[src/rtl/dealer_pkg.sv]
// rtl/dealer_pkg.sv - shared constants, FSM states and requester encoding for card_dealer
package dealer_pkg;

    localparam int DECK_SIZE     = 52;
    localparam int CARD_W        = 6;
    localparam int LOAD_PERIOD   = 4;
    localparam int PEN_THRESHOLD = 12;

    typedef enum logic [2:0] {
        ST_CLR,
        ST_SHUF,
        ST_FILL,
        ST_READY,
        ST_GRANT
    } state_t;

    typedef enum logic {
        PLAYER = 1'b0,
        DEALER = 1'b1
    } req_id_t;

endpackage

[src/rtl/card_shoe.sv]
// rtl/card_shoe.sv - deck storage with write pointer, read pointer and remaining-card counter
module card_shoe
    import dealer_pkg::*;
#(
    parameter int DEPTH = DECK_SIZE,
    parameter int W     = CARD_W
) (
    input  logic         clk,
    input  logic         rst,
    input  logic         clr,
    input  logic         wr_en,
    input  logic [W-1:0] wr_data,
    input  logic         arm,
    input  logic [W-1:0] arm_ptr,
    input  logic [W-1:0] arm_left,
    input  logic         rd_en,
    output logic [W-1:0] rd_data,
    output logic [W-1:0] wr_ptr,
    output logic [W-1:0] cards_left
);

    logic [W-1:0] mem [DEPTH];
    logic [W-1:0] rd_ptr;

    assign rd_data = mem[rd_ptr];

    // card storage; contents are meaningless until the next fill completes
    always_ff @(posedge clk) begin
        if (wr_en) begin
            mem[wr_ptr] <= wr_data;
        end
    end

    // pointers and counter: cleared per shuffle, armed once the deck is complete
    always_ff @(posedge clk or negedge rst) begin
        if (!rst) begin
            wr_ptr     <= '0;
            rd_ptr     <= '0;
            cards_left <= '0;
        end else if (clr) begin
            wr_ptr     <= '0;
            rd_ptr     <= '0;
            cards_left <= '0;
        end else begin
            if (wr_en) begin
                wr_ptr <= wr_ptr + 1'b1;
            end
            if (arm) begin
                rd_ptr     <= arm_ptr;
                cards_left <= arm_left;
            end else if (rd_en) begin
                rd_ptr     <= rd_ptr + 1'b1;
                cards_left <= cards_left - 1'b1;
            end
        end
    end

endmodule

[src/rtl/card_dealer.sv]
// rtl/card_dealer.sv - shuffler sequencing and round-robin card serving; CARD_DEALER_BURN_EN discards first card
module card_dealer
    import dealer_pkg::*;
(
    input  logic              clk,
    input  logic              rst,
    input  logic              start_round,
    output logic              shuf_clr,
    output logic              shuf_start,
    input  logic              shuf_load,
    input  logic [CARD_W-1:0] shuf_card,
    input  logic              player_req,
    input  logic              dealer_req,
    output logic              player_gnt,
    output logic              dealer_gnt,
    output logic [CARD_W-1:0] card_out,
    output logic [CARD_W-1:0] cards_left,
    output logic              ready,
    output logic              deck_empty
);

`ifdef CARD_DEALER_BURN_EN
    localparam int BURN = 1;
`else
    localparam int BURN = 0;
`endif

    localparam int PH_W = (LOAD_PERIOD > 1) ? $clog2(LOAD_PERIOD) : 1;

    state_t            state;
    req_id_t           last_gnt;
    req_id_t           pick;
    logic [PH_W-1:0]   ph;
    logic              phase_hit;
    logic              can_grant;
    logic              reshuffle;
    logic              shoe_clr;
    logic              shoe_wr;
    logic              wr_last;
    logic [CARD_W-1:0] rd_data;
    logic [CARD_W-1:0] wr_ptr;

    // ph tracks load cycles since the last sample point; the shuffler
    // presents a fresh card every LOAD_PERIOD load cycles
    assign phase_hit = (ph == PH_W'(LOAD_PERIOD - 1));
    assign shoe_clr  = (state == ST_CLR);
    assign shoe_wr   = (state == ST_FILL) && shuf_load && phase_hit;
    assign wr_last   = shoe_wr && (wr_ptr == CARD_W'(DECK_SIZE - 1));
    assign can_grant = (state == ST_READY) && (player_req || dealer_req) && (cards_left != '0);
    assign reshuffle = (state == ST_READY) && start_round && !can_grant
                       && (cards_left < CARD_W'(PEN_THRESHOLD));
    assign ready      = (state == ST_READY);
    assign deck_empty = ready && (cards_left == '0);

    // round-robin pick: on contention the side not served last wins
    always_comb begin
        pick = DEALER;
        if (player_req && dealer_req) begin
            pick = (last_gnt == PLAYER) ? DEALER : PLAYER;
        end else if (player_req) begin
            pick = PLAYER;
        end
    end

    card_shoe u_shoe (
        .clk        (clk),
        .rst        (rst),
        .clr        (shoe_clr),
        .wr_en      (shoe_wr),
        .wr_data    (shuf_card),
        .arm        (wr_last),
        .arm_ptr    (CARD_W'(BURN)),
        .arm_left   (CARD_W'(DECK_SIZE - BURN)),
        .rd_en      (can_grant),
        .rd_data    (rd_data),
        .wr_ptr     (wr_ptr),
        .cards_left (cards_left)
    );

    // main sequencer: clear, shuffle, fill, then serve with registered grants
    always_ff @(posedge clk or negedge rst) begin
        if (!rst) begin
            state      <= ST_CLR;
            shuf_clr   <= 1'b0;
            shuf_start <= 1'b0;
            player_gnt <= 1'b0;
            dealer_gnt <= 1'b0;
            card_out   <= '0;
            last_gnt   <= DEALER;
            ph         <= '0;
        end else begin
            shuf_clr   <= 1'b0;
            player_gnt <= 1'b0;
            dealer_gnt <= 1'b0;
            card_out   <= '0;
            case (state)
                ST_CLR: begin
                    shuf_clr <= 1'b1;
                    state    <= ST_SHUF;
                end
                ST_SHUF: begin
                    shuf_start <= 1'b1;
                    if (shuf_load) begin
                        ph    <= '0;
                        state <= ST_FILL;
                    end
                end
                ST_FILL: begin
                    if (shuf_load) begin
                        ph <= phase_hit ? '0 : ph + 1'b1;
                        if (wr_last) begin
                            shuf_start <= 1'b0;
                            state      <= ST_READY;
                        end
                    end
                end
                ST_READY: begin
                    if (can_grant) begin
                        player_gnt <= (pick == PLAYER);
                        dealer_gnt <= (pick == DEALER);
                        card_out   <= rd_data;
                        last_gnt   <= pick;
                        state      <= ST_GRANT;
                    end else if (reshuffle) begin
                        state <= ST_CLR;
                    end
                end
                ST_GRANT: begin
                    state <= ST_READY;
                end
                default: begin
                    state <= ST_CLR;
                end
            endcase
        end
    end

endmodule

[config.mk]
export PLATFORM = sky130hd
export DESIGN_NAME = card_dealer
export DESIGN_NICKNAME = d
export VERILOG_FILES = /design/src/rtl/dealer_pkg.sv /design/src/rtl/card_shoe.sv /design/src/rtl/card_dealer.sv
export SDC_FILE = /design/constraint.sdc
export NUM_CORES = 1
export LEC_CHECK = 0
export CAP_MARGIN = 10
export CORE_MARGIN = 4
export CORE_UTILIZATION = 55
export CTS_BUF_LIST = sky130_fd_sc_hd__clkbuf_2
export DETAILED_ROUTE_END_ITERATION = 10
export HOLD_SLACK_MARGIN = 0.02
export MAX_ROUTING_LAYER = met4
export PLACE_DENSITY = 0.72
export SYNTH_ARGS = -nofsm -noshare
export SYNTH_HDL_FRONTEND = slang
export SYNTH_HIERARCHICAL = 1
export SYNTH_SLANG_ARGS = --single-unit
[constraint.sdc]
create_clock -name clk -period 3.33 [get_ports clk]
set_input_delay 0.8325 -clock clk [delete_from_list [all_inputs] [get_ports clk]]
set_output_delay 0.8325 -clock clk [all_outputs]
set_load 0.02 [all_outputs]
* Word-level counts from Yosys, hierarchy flattened *
Memory sizes are Yosys's and may differ from the RTL's.
Cells that the tools add are included.

storage, ports and cells
  RAM bits = 312
  bits of input ports = 12
  memories kept = 1
  bits in registers = 34

memories
  memory      depth  width  read ports  clocked after Yosys merged registers in  write ports  RTL line         RTL
  u_shoe.mem  52     6      1           0                                        1            card_shoe.sv:22  logic [W-1:0] mem [DEPTH];

operators by class
  order comparisons = 1
  bitwise gates (word level) = 1
  reductions and logical operators = 22
  mux-type cells = 33
  add/subtract/negate cells = 4
  equal/unequal tests = 10

operator list
  operator             count
  $mux 6               10
  $mux 3               5
  $pmux 3 s5           1
  $add 6x1->6 const B  2
  $mux 1               12
  $logic_and 1x1->1    10
  $eq 3x2->1 const B   2
  $eq 6x6->1 const B   1
  $logic_not 6->1      1
  $lt 6x4->1 const B   1
  $mux 2               3
  $reduce_and 3->1     2
  $reduce_bool 6->1    1
  $sub 6x1->6 const B  1
  $ne 2x2->1 const B   2
  $pmux 2 s2           1
  $reduce_and 4->1     1
  $reduce_bool 2->1    2
  $eq 3x1->1 const B   1
  $eq 3x3->1 const B   1
  $logic_not 3->1      1
  $ne 3x1->1 const B   1
  $reduce_bool 3->1    1
  $add 2x1->2 const B  1
  7 further kinds      7

* Logic depth before layout (Yosys ltp) *
Gate-level depths: netlist (run 1).

  depth in word-level cells = 9
  depth in mapped cells = 10
  depth with buffers taken out = 8

* Cells and area by module *
The synthesis (run 1) kept the hierarchy.

modules (own cells, without submodules)
  module       instances  cells an instance  sequential area each (µm²)  area each (µm²)
  card_shoe    1          710                9819.4                      13277.7
  card_dealer  1          73                 401.6                       760.7

* Least setup slack after synthesis (run 1) *
Ideal clock, no wire load.

  path kind = input to register
  start = in shuf_load
  end = mem u_shoe/mem[31][0] (netlist name), enable pin
  arrival = 2.467 ns
  slack = 0.486 ns
  cell stages on the path = 6
  buffers on the path = 1
  path through = nand3_1 -> nor3_1 -> and2_0 -> clkbuf_1 -> nand3_1 -> nor3_1

on the way
  longest elaborated chain between the ends = 4

ends and longest elaborated chain
  what                            RTL line           RTL
  start: declaration              card_dealer.sv:10  input logic shuf_load,
  $logic_and 1x1->1 (2 in a row)  card_dealer.sv:47  assign shoe_wr = (state == ST_FILL) && shuf_load && phase_hit;
  named net shoe_wr               card_dealer.sv:38  logic shoe_wr;
  $mux 1                          card_shoe.sv:29    if (wr_en) begin
  $mux 1 (implied by the code)    card_shoe.sv:30    mem[wr_ptr] <= wr_data;
  end: declaration                card_shoe.sv:22

The timed path passes the listed nets, and every way through them passes these cells.

* Worst setup path in the final report (run 1) *
  start = reg state[0]
  end = out ready

on the way
  longest elaborated chain between the ends = 1

ends and longest elaborated chain
  what                      RTL line            RTL
  start: declaration        card_dealer.sv:30   state_t state;
  start signal: assignment  card_dealer.sv:83   state <= ST_CLR;
  start signal: assignment  card_dealer.sv:99   state <= ST_SHUF;
  start signal: assignment  card_dealer.sv:105  state <= ST_FILL;
  $eq 3x2->1                card_dealer.sv:52   assign ready = (state == ST_READY);
  end: declaration          card_dealer.sv:18   output logic ready,

Every way passes these cells.

==> impl_metrics.csv, run 1 <==
group,metric,value,unit
floorplan,io_pins,30,
setup_path,path_buf_inv,2,
grt,grt_use_total,0.227,
timing,worst_pin_slew,1.05,ns
setup_path,worst_setup_path_end_kind,"output port",
grt,overflow,0,
finish,nNetsFinal,944,
timing,fmax,328,MHz
synthesis,synthCells,783,
synthesis,yosysTopAreaCellShare,0.667,
power_and_ir_drop,p_leak,5.41,nW
setup_path,worstPathRequired,2.50,ns
timing,fin_crit_sh,0.915,
finish,final_common_cell,"edfxtp_1",
synthesis,synth_top_area_cell,"edfxtp_1",
setup_path,slowest_delay,0.59,ns
floorplan,fp.dieH,168,microns
setup_path,crit_type,"flop to output port",
routing,top_layer_used,"met4",
cts,cts_max_path_buffers,3,
routing,met1_length,12.2,mm
setup_path,cp.arrival,2.22,ns
timing,relSlewSlack,0.298,
floorplan,die_area,0.0281,sq mm
routing,drc,0,
synthesis,netlist_top_cells_area,"edfxtp_1, mux4_2, dfrtp_1, mux2i_1, nor2_1",
cts,cts_buffers,83,
routing,drt-total-wl,30.2,mm
run_status,status,"complete, no violations",
timing,layout_min_cycle_time,3.05,ns
timing,finalHoldWorstSlack,0.404,ns
floorplan,die_x,168,microns
timing,report.final.slew_viol_count,0,
timing,hold_viol,0,
synthesis,ys_seq_area_frac,0.728,
finish,design_area,0.0158,sq mm
grt,antenna_found_initial,1,
routing,dr_wl_met2,14.8,mm
routing,route.met3.wl,2.39,mm
timing,setup_violations,0,
synthesis,synth-async-reset-ratio,0.0983,
setup_path,critPathTopFamily,"buffers and inverters",
synthesis,ys.flop_type,"edfxtp_1",
cts,tritoncts,"built",
finish,final_cell_mix,"edfxtp_1, clkbuf_2, nor2_1, buf_4, mux4_2",
grt,grt_first_pass_wirelength,46.9,mm
placed_design,place_ws,0.175,ns
setup_path,critPathLaunchType,"flop",
timing,final.setup_skew,0.0468,ns
synthesis,avgSynthCellArea,17.9,sq um
cts,cts-root-buf,"clkbuf_2",
grt,grt_max_degree,53,
worst_hold_path,hold_class,"input port to flop",
routing,drt_pass1_iterations,6,
cts,clk-insertion-delay-late,0.85,ns
synthesis,synth_edf_count,312,
cts,htree_levels,3,
timing,setup_slack,0.282,ns
synthesis,synth-seq-cells,346,
setup_path,cpMaxStageDelayCell,"clkdlybuf4s50_1",
synthesis,synth-warning-count,6,
timing,fin_setup_tns,0,ns
routing,drt-initial-drc-count,873,
synthesis,netlist_area,0.0140,sq mm
cts,path_clk_slew,0.11,ns
setup_path,crit_fanout,10,
power_and_ir_drop,ir_drop,0.000398,V
routing,avgViaCountPerCell,5.90,
timing,rsz0062_at_grt,"false",
placed_design,port_buffers,29,
flow_run,cap_violations,0,
setup_path,cp_cell_sequence,"nand3b_4 > inv_2 > clkdlybuf4s50_1",
floorplan,core.rowCount,58,
placed_design,placed_area,0.0150,sq mm
cts,cts_sinks,346,
placed_design,gp_congestion,0.863,
routing,num_vias,7823,
finish,areaGrowthSynthToFinish,12.3,%
routing,wl_per_cell,22.8,microns
floorplan,start_util,0.557,
grt,grt_pass1_vias,7988,
routing,postRouteAntennaNets,0,
floorplan,coreArea,0.0252,sq mm
finish,drive_above_1_share,0.280,
synthesis,synth.distinct_cells,52,
placed_design,hpwl,19.5,mm
power_and_ir_drop,powerDensity,613,mW/mm^2
repair_timing:
item | 4_1_cts | 5_1_grt
hold buffers | 1 | 0
endpoints found under the hold margin | 2 | 0
endpoints found under the setup margin | 1 | 0
resized for setup | 2 | 0
setup buffers | 1 | 0
path summary, 6_finish.rpt:
| path | start | endpoint | slack, ns | cells past startpoint |
|---|---|---|---|---|
| max | state[0] | ready | 0.28 | 3 |
| min | shuf_card[1] | u_shoe/mem[33][1] | 0.40 | 1 |
| max reg2reg | u_shoe/rd_ptr[0] | card_out[5] | 0.44 | 6 |
| min reg2reg | shuf_start | shuf_start | 0.51 | 1 |
| max in group asynchronous | rst | u_shoe/rd_ptr[0] | 2.13 | 2 |
| min in group asynchronous | rst | u_shoe/cards_left[0] | 0.61 | 2 |
sequential cells by signal, summed over array words and instances, names as in the netlist:
name and count:
player_gnt 1, u_shoe/wr_ptr 6, card_out 6, u_shoe/mem 312
u_shoe/cards_left 6, shuf_start 1, u_shoe/rd_ptr 6, dealer_gnt 1
state 3, shuf_clr 1, ph 2, last_gnt 1
synthesized netlist by cell type (all sizes together), types with 2 or more instances:
cell	instances
nand4	3
xor2	9
nor2b	9
nor3	8
and3	3
a21oi	11
ha	4
edfxtp	312
inv	10
o21ai	5
nor4b	2
mux2i	42
a21o	2
nand2b	4
o211a	7
nor2	78
conb	2
a221o	5
nor4	2
xnor2	5
dfrtp	33
a211oi	25
o221ai	10
or3	3
clkbuf	15
nand3b	5
and2	9
buf	28
a22o	10
or3b	2
nand2	37
or2	6
nand3	7
mux4	63
through the flow:
step	std cells	total power [mW]	util
floorplan	793	6.49	-
global placement	1171	6.98	0.595
finish	1325	9.66	0.626
global route	1325	10.2	0.626
detailed placement	1171	7.05	0.595
CTS	1324	9.75	0.626
cells by family (layout without fill, tap and decap cells):
| group | after synthesis | after routing | share of synthesized area |
|---|---|---|---|
| mux | 105 | 105 | 0.132 |
| flops | 346 | 346 | 0.728 |
| buf+inv | 53 | 254 | 0.0213 |
| compound gates | 80 | 80 | 0.0447 |
| simple gates | 179 | 179 | 0.0613 |
| other cells | 2 | 13 | 0.000535 |
| fa+ha+maj | 4 | 4 | 0.00357 |
| xor+xnor | 14 | 14 | 0.00873 |
routing by layer:
metal | vias to the layer above | GRT usage
li1 | 3441 | -
met1 | 3975 | 0.299
met2 | 355 | 0.347
met3 | 52 | 0.0534
met4 | 0 | 0.0907
met5 | - | -
worst reg2reg max path, cell delays in order (launching register included):
cell and delay (ns):
dfrtp_4 0.95, buf_4 0.47, mux4_2 0.31, mux2i_1 0.10, or2_2 0.32, a211oi_1 0.44, and2_1 0.20
power breakdown:
part | switching, mW | internal, mW
registers | 0.268 | 4.84
clock network | 1.58 | 1.12
logic | 0.944 | 0.913
layout make-up:
type	count	area, sq um
flip-flops and latches	346	10200
diodes	1	2.50
repair buffers	93	754
multi-input cells	394	3560
clock inverters	32	176
clock buffers	119	596
inverters	10	37.5
fillers	1735	9410
well taps	330	413
Note: power is estimated with default switching activity, not from simulation.
==> run 2, diff against run 1 <==
--- a/config.mk
+++ b/config.mk
@@ -12,7 +12,7 @@
 export DETAILED_ROUTE_END_ITERATION = 10
 export HOLD_SLACK_MARGIN = 0.02
 export MAX_ROUTING_LAYER = met4
-export PLACE_DENSITY = 0.72
+export PLACE_DENSITY_LB_ADDON = 0.2
 export SYNTH_ARGS = -nofsm -noshare
 export SYNTH_HDL_FRONTEND = slang
 export SYNTH_HIERARCHICAL = 1
==> run 2 against run 1 <==
Total power up 1.5%. Critical path depth stayed put. Sequential share of layout area decreased by 0.51 points. Global-route usage about the same. Clock power rose by 6%. Clock skew is 0.015 ns higher. Register-to-register slack better by 0.13 ns. Combinational power about the same. Fmax shrank 0.96%. Non-clock buffer count increased by 7. First-iteration DRC count up 12%. Count of clock-buffer cells in the layout fell by 13. Largest cell class unchanged.
==> impl_metrics.csv, run 2 (synthesis gave the netlist of run 1 again) <==
group,metric,value,unit
grt,grt_first_pass_wirelength,46.9,mm
finish,fin_cells,1327,
finish,finalCoreUtilization,0.631,
power_and_ir_drop,power.internal,7.03,mW
setup_path,critPathLaunchType,"flop",
finish,final_common_cell,"edfxtp_1",
cts,htree_levels,3,
power_and_ir_drop,ir_drop,0.000448,V
finish,nNetsFinal,952,
placed_design,hpwl,19.3,mm
cts,clk-insertion-delay-late,0.84,ns
timing,finalHoldWorstSlack,0.502,ns
setup_path,slowest_delay,0.60,ns
routing,drt-initial-drc-count,975,
flow_run,cap_violations,0,
power_and_ir_drop,p_sw,2.78,mW
finish,regMostFlops,"u_shoe/mem",
cts,tritoncts,"built",
worst_hold_path,hold_class,"flop to flop",
setup_path,r2r_slack,0.57,ns
floorplan,io_pins,30,
floorplan,core.rowCount,58,
timing,fin_crit_sh,0.924,
power_and_ir_drop,switching_share,0.283,
setup_path,cpMaxStageDelayCell,"clkdlybuf4s50_1",
power_and_ir_drop,combinationalPowerShare,0.188,
setup_path,path_depth,3,
power_and_ir_drop,clockPowerShare,0.292,
routing,drt-total-wl,30.4,mm
floorplan,coreArea,0.0252,sq mm
grt,grt_max_degree,53,
cts,cts_sinks,346,
timing,layout_min_cycle_time,3.08,ns
placed_design,gp_congestion,0.817,
routing,avgViaCountPerCell,5.85,
finish,final_cell_mix,"edfxtp_1, clkbuf_2, nor2_1, buf_4, mux4_2",
power_and_ir_drop,powerDensity,617,mW/mm^2
routing,postRouteAntennaNets,0,
cts,cts_buffers,84,
setup_path,worstPathRequired,2.50,ns
finish,areaGrowthSynthToFinish,13.2,%
worst_hold_path,hold_depth,1,
setup_path,reg2reg_from,"u_shoe/rd_ptr[0]",
timing,fin_setup_tns,0,ns
routing,num_vias,7768,
cts,cts-root-buf,"clkbuf_2",
finish,largest_register_ffs,312,
routing,drt_pass1_iterations,5,
routing,wl_per_cell,22.9,microns
floorplan,die_area,0.0281,sq mm
setup_path,crit_fanout,10,
finish,nFillCells,1786,
timing,final.setup_skew,0.0622,ns
setup_path,path_buf_inv,2,
timing,relSlewSlack,0.267,
setup_path,cp.arrival,2.24,ns
timing,rsz0062_at_grt,"false",
grt,antenna_found_initial,1,
finish,drive_above_1_share,0.275,
setup_path,r2r-end,"card_out[2]",
power_and_ir_drop,p_leak,5.45,nW
floorplan,fp.dieH,168,microns
placed_design,placed_cells_incl_taps,1178,
routing,drc,0,
grt,grt_use_total,0.227,
timing,setup_violations,0,
floorplan,start_util,0.557,
grt,grt_pass1_vias,7997,
power_and_ir_drop,p_seq_frac,0.520,
setup_path,crit_end,"ready",
timing,worst_pin_slew,1.10,ns
grt,overflow,0,
timing,report.final.slew_viol_count,0,
setup_path,startpoint,"state[0]",
setup_path,critPathTopFamily,"buffers and inverters",
setup_path,worst_setup_path_end_kind,"output port",
cts,path_clk_slew,0.11,ns
setup_path,worst-r2r-cell-count,5,
timing,fmax,325,MHz
placed_design,port_buffers,29,
floorplan,die_x,168,microns
power_and_ir_drop,fin_total_pwr,9.80,mW
setup_path,cp_cell_sequence,"nand3b_4 > inv_2 > clkdlybuf4s50_1",
setup_path,crit_type,"flop to output port",
cts,cts_max_path_buffers,3,
run_status,status,"complete, no violations",
timing,hold_viol,0,
## run 2: changes by cell type in the layout (fill, tap and decap cells not counted)
cell | before | now
dfrtp_1 | 29 | 30
dfrtp_2 | 3 | 2
clkbuf_2 | 119 | 106
diode_2 | 1 | 2
clkinv_1 | 24 | 28
clkinv_2 | 3 | 4
bufinv_16 | 2 | 5
clkinvlp_4 | 0 | 1
inv_2 | 6 | 4
buf_12 | 1 | 3
buf_4 | 62 | 67
## run 2: power groups by stage
| stage | Combinational [mW] | Sequential [mW] | Clock (mW) |
|---|---|---|---|
| 2_1_floorplan | 1.42 | 5.07 | 0 |
| 3_3_place_gp | 1.80 | 5.19 | 0 |
| 3_5_place_dp | 1.84 | 5.20 | 0 |
| 4_1_cts | 1.86 | 5.11 | 2.98 |
| 5_1_grt | 1.98 | 5.13 | 3.23 |
| 6_report | 1.84 | 5.10 | 2.86 |
## run 2: cell type report
cell class,count,area [sq um],area share
well taps,330,413,0.0260
multi-input cells,394,3560,0.224
diodes,2,5.00,0.000315
clock inverters,39,287,0.0180
clock buffers,106,531,0.0334
repair buffers,100,832,0.0524
inverters,10,37.5,0.00236
flip-flops and latches,346,10200,0.644
## run 2: what timing repair did
item	4_1_cts	5_1_grt
endpoints found under the setup margin	1	0
buffers inserted	1	0
endpoints found under the hold margin	4	0
hold buffers	1	0
gates resized for setup	1	0
## run 2: how the worst min path moves through the flow
stage	startpoint	endpoint	slack (ns)
after floorplan	ph[1]	ph[1]	0.48
after global placement	shuf_start	shuf_start	0.48
after detailed placement	shuf_start	shuf_start	0.49
after CTS	shuf_card[0]	u_shoe/mem[43][0]	0.42
after global routing	shuf_card[0]	u_shoe/mem[42][0]	0.44
final	shuf_start	shuf_start	0.50
## run 2: per-stage QoR
step | setup slack (ns) | area, sq um
after floorplan | 0.486 | 14100
after global placement | 0.237 | 15100
after detailed placement | 0.174 | 15100
after CTS | 0.156 | 15900
after global routing | 0.115 | 15900
final | 0.253 | 15900
## run 2: per-layer routing
| layer | wire (microns) | vias to the layer above | GRT usage | share of wire |
|---|---|---|---|---|
| met5 | 0 | - | - | 0 |
| met3 | 2230 | 41 | 0.0453 | 0.073 |
| li1 | - | 3451 | - | - |
| met1 | 12400 | 3933 | 0.310 | 0.41 |
| met2 | 15300 | 343 | 0.354 | 0.50 |
| met4 | 506 | 0 | 0.0663 | 0.017 |
## run 2: worst reg2reg max path, cell delays in order, from the launching register on
cell	delay [ns]
dfrtp_4	0.91
mux4_2	0.65
a22o_1	0.25
a211oi_1	0.57
a211oi_1	0.12
and2_1	0.18
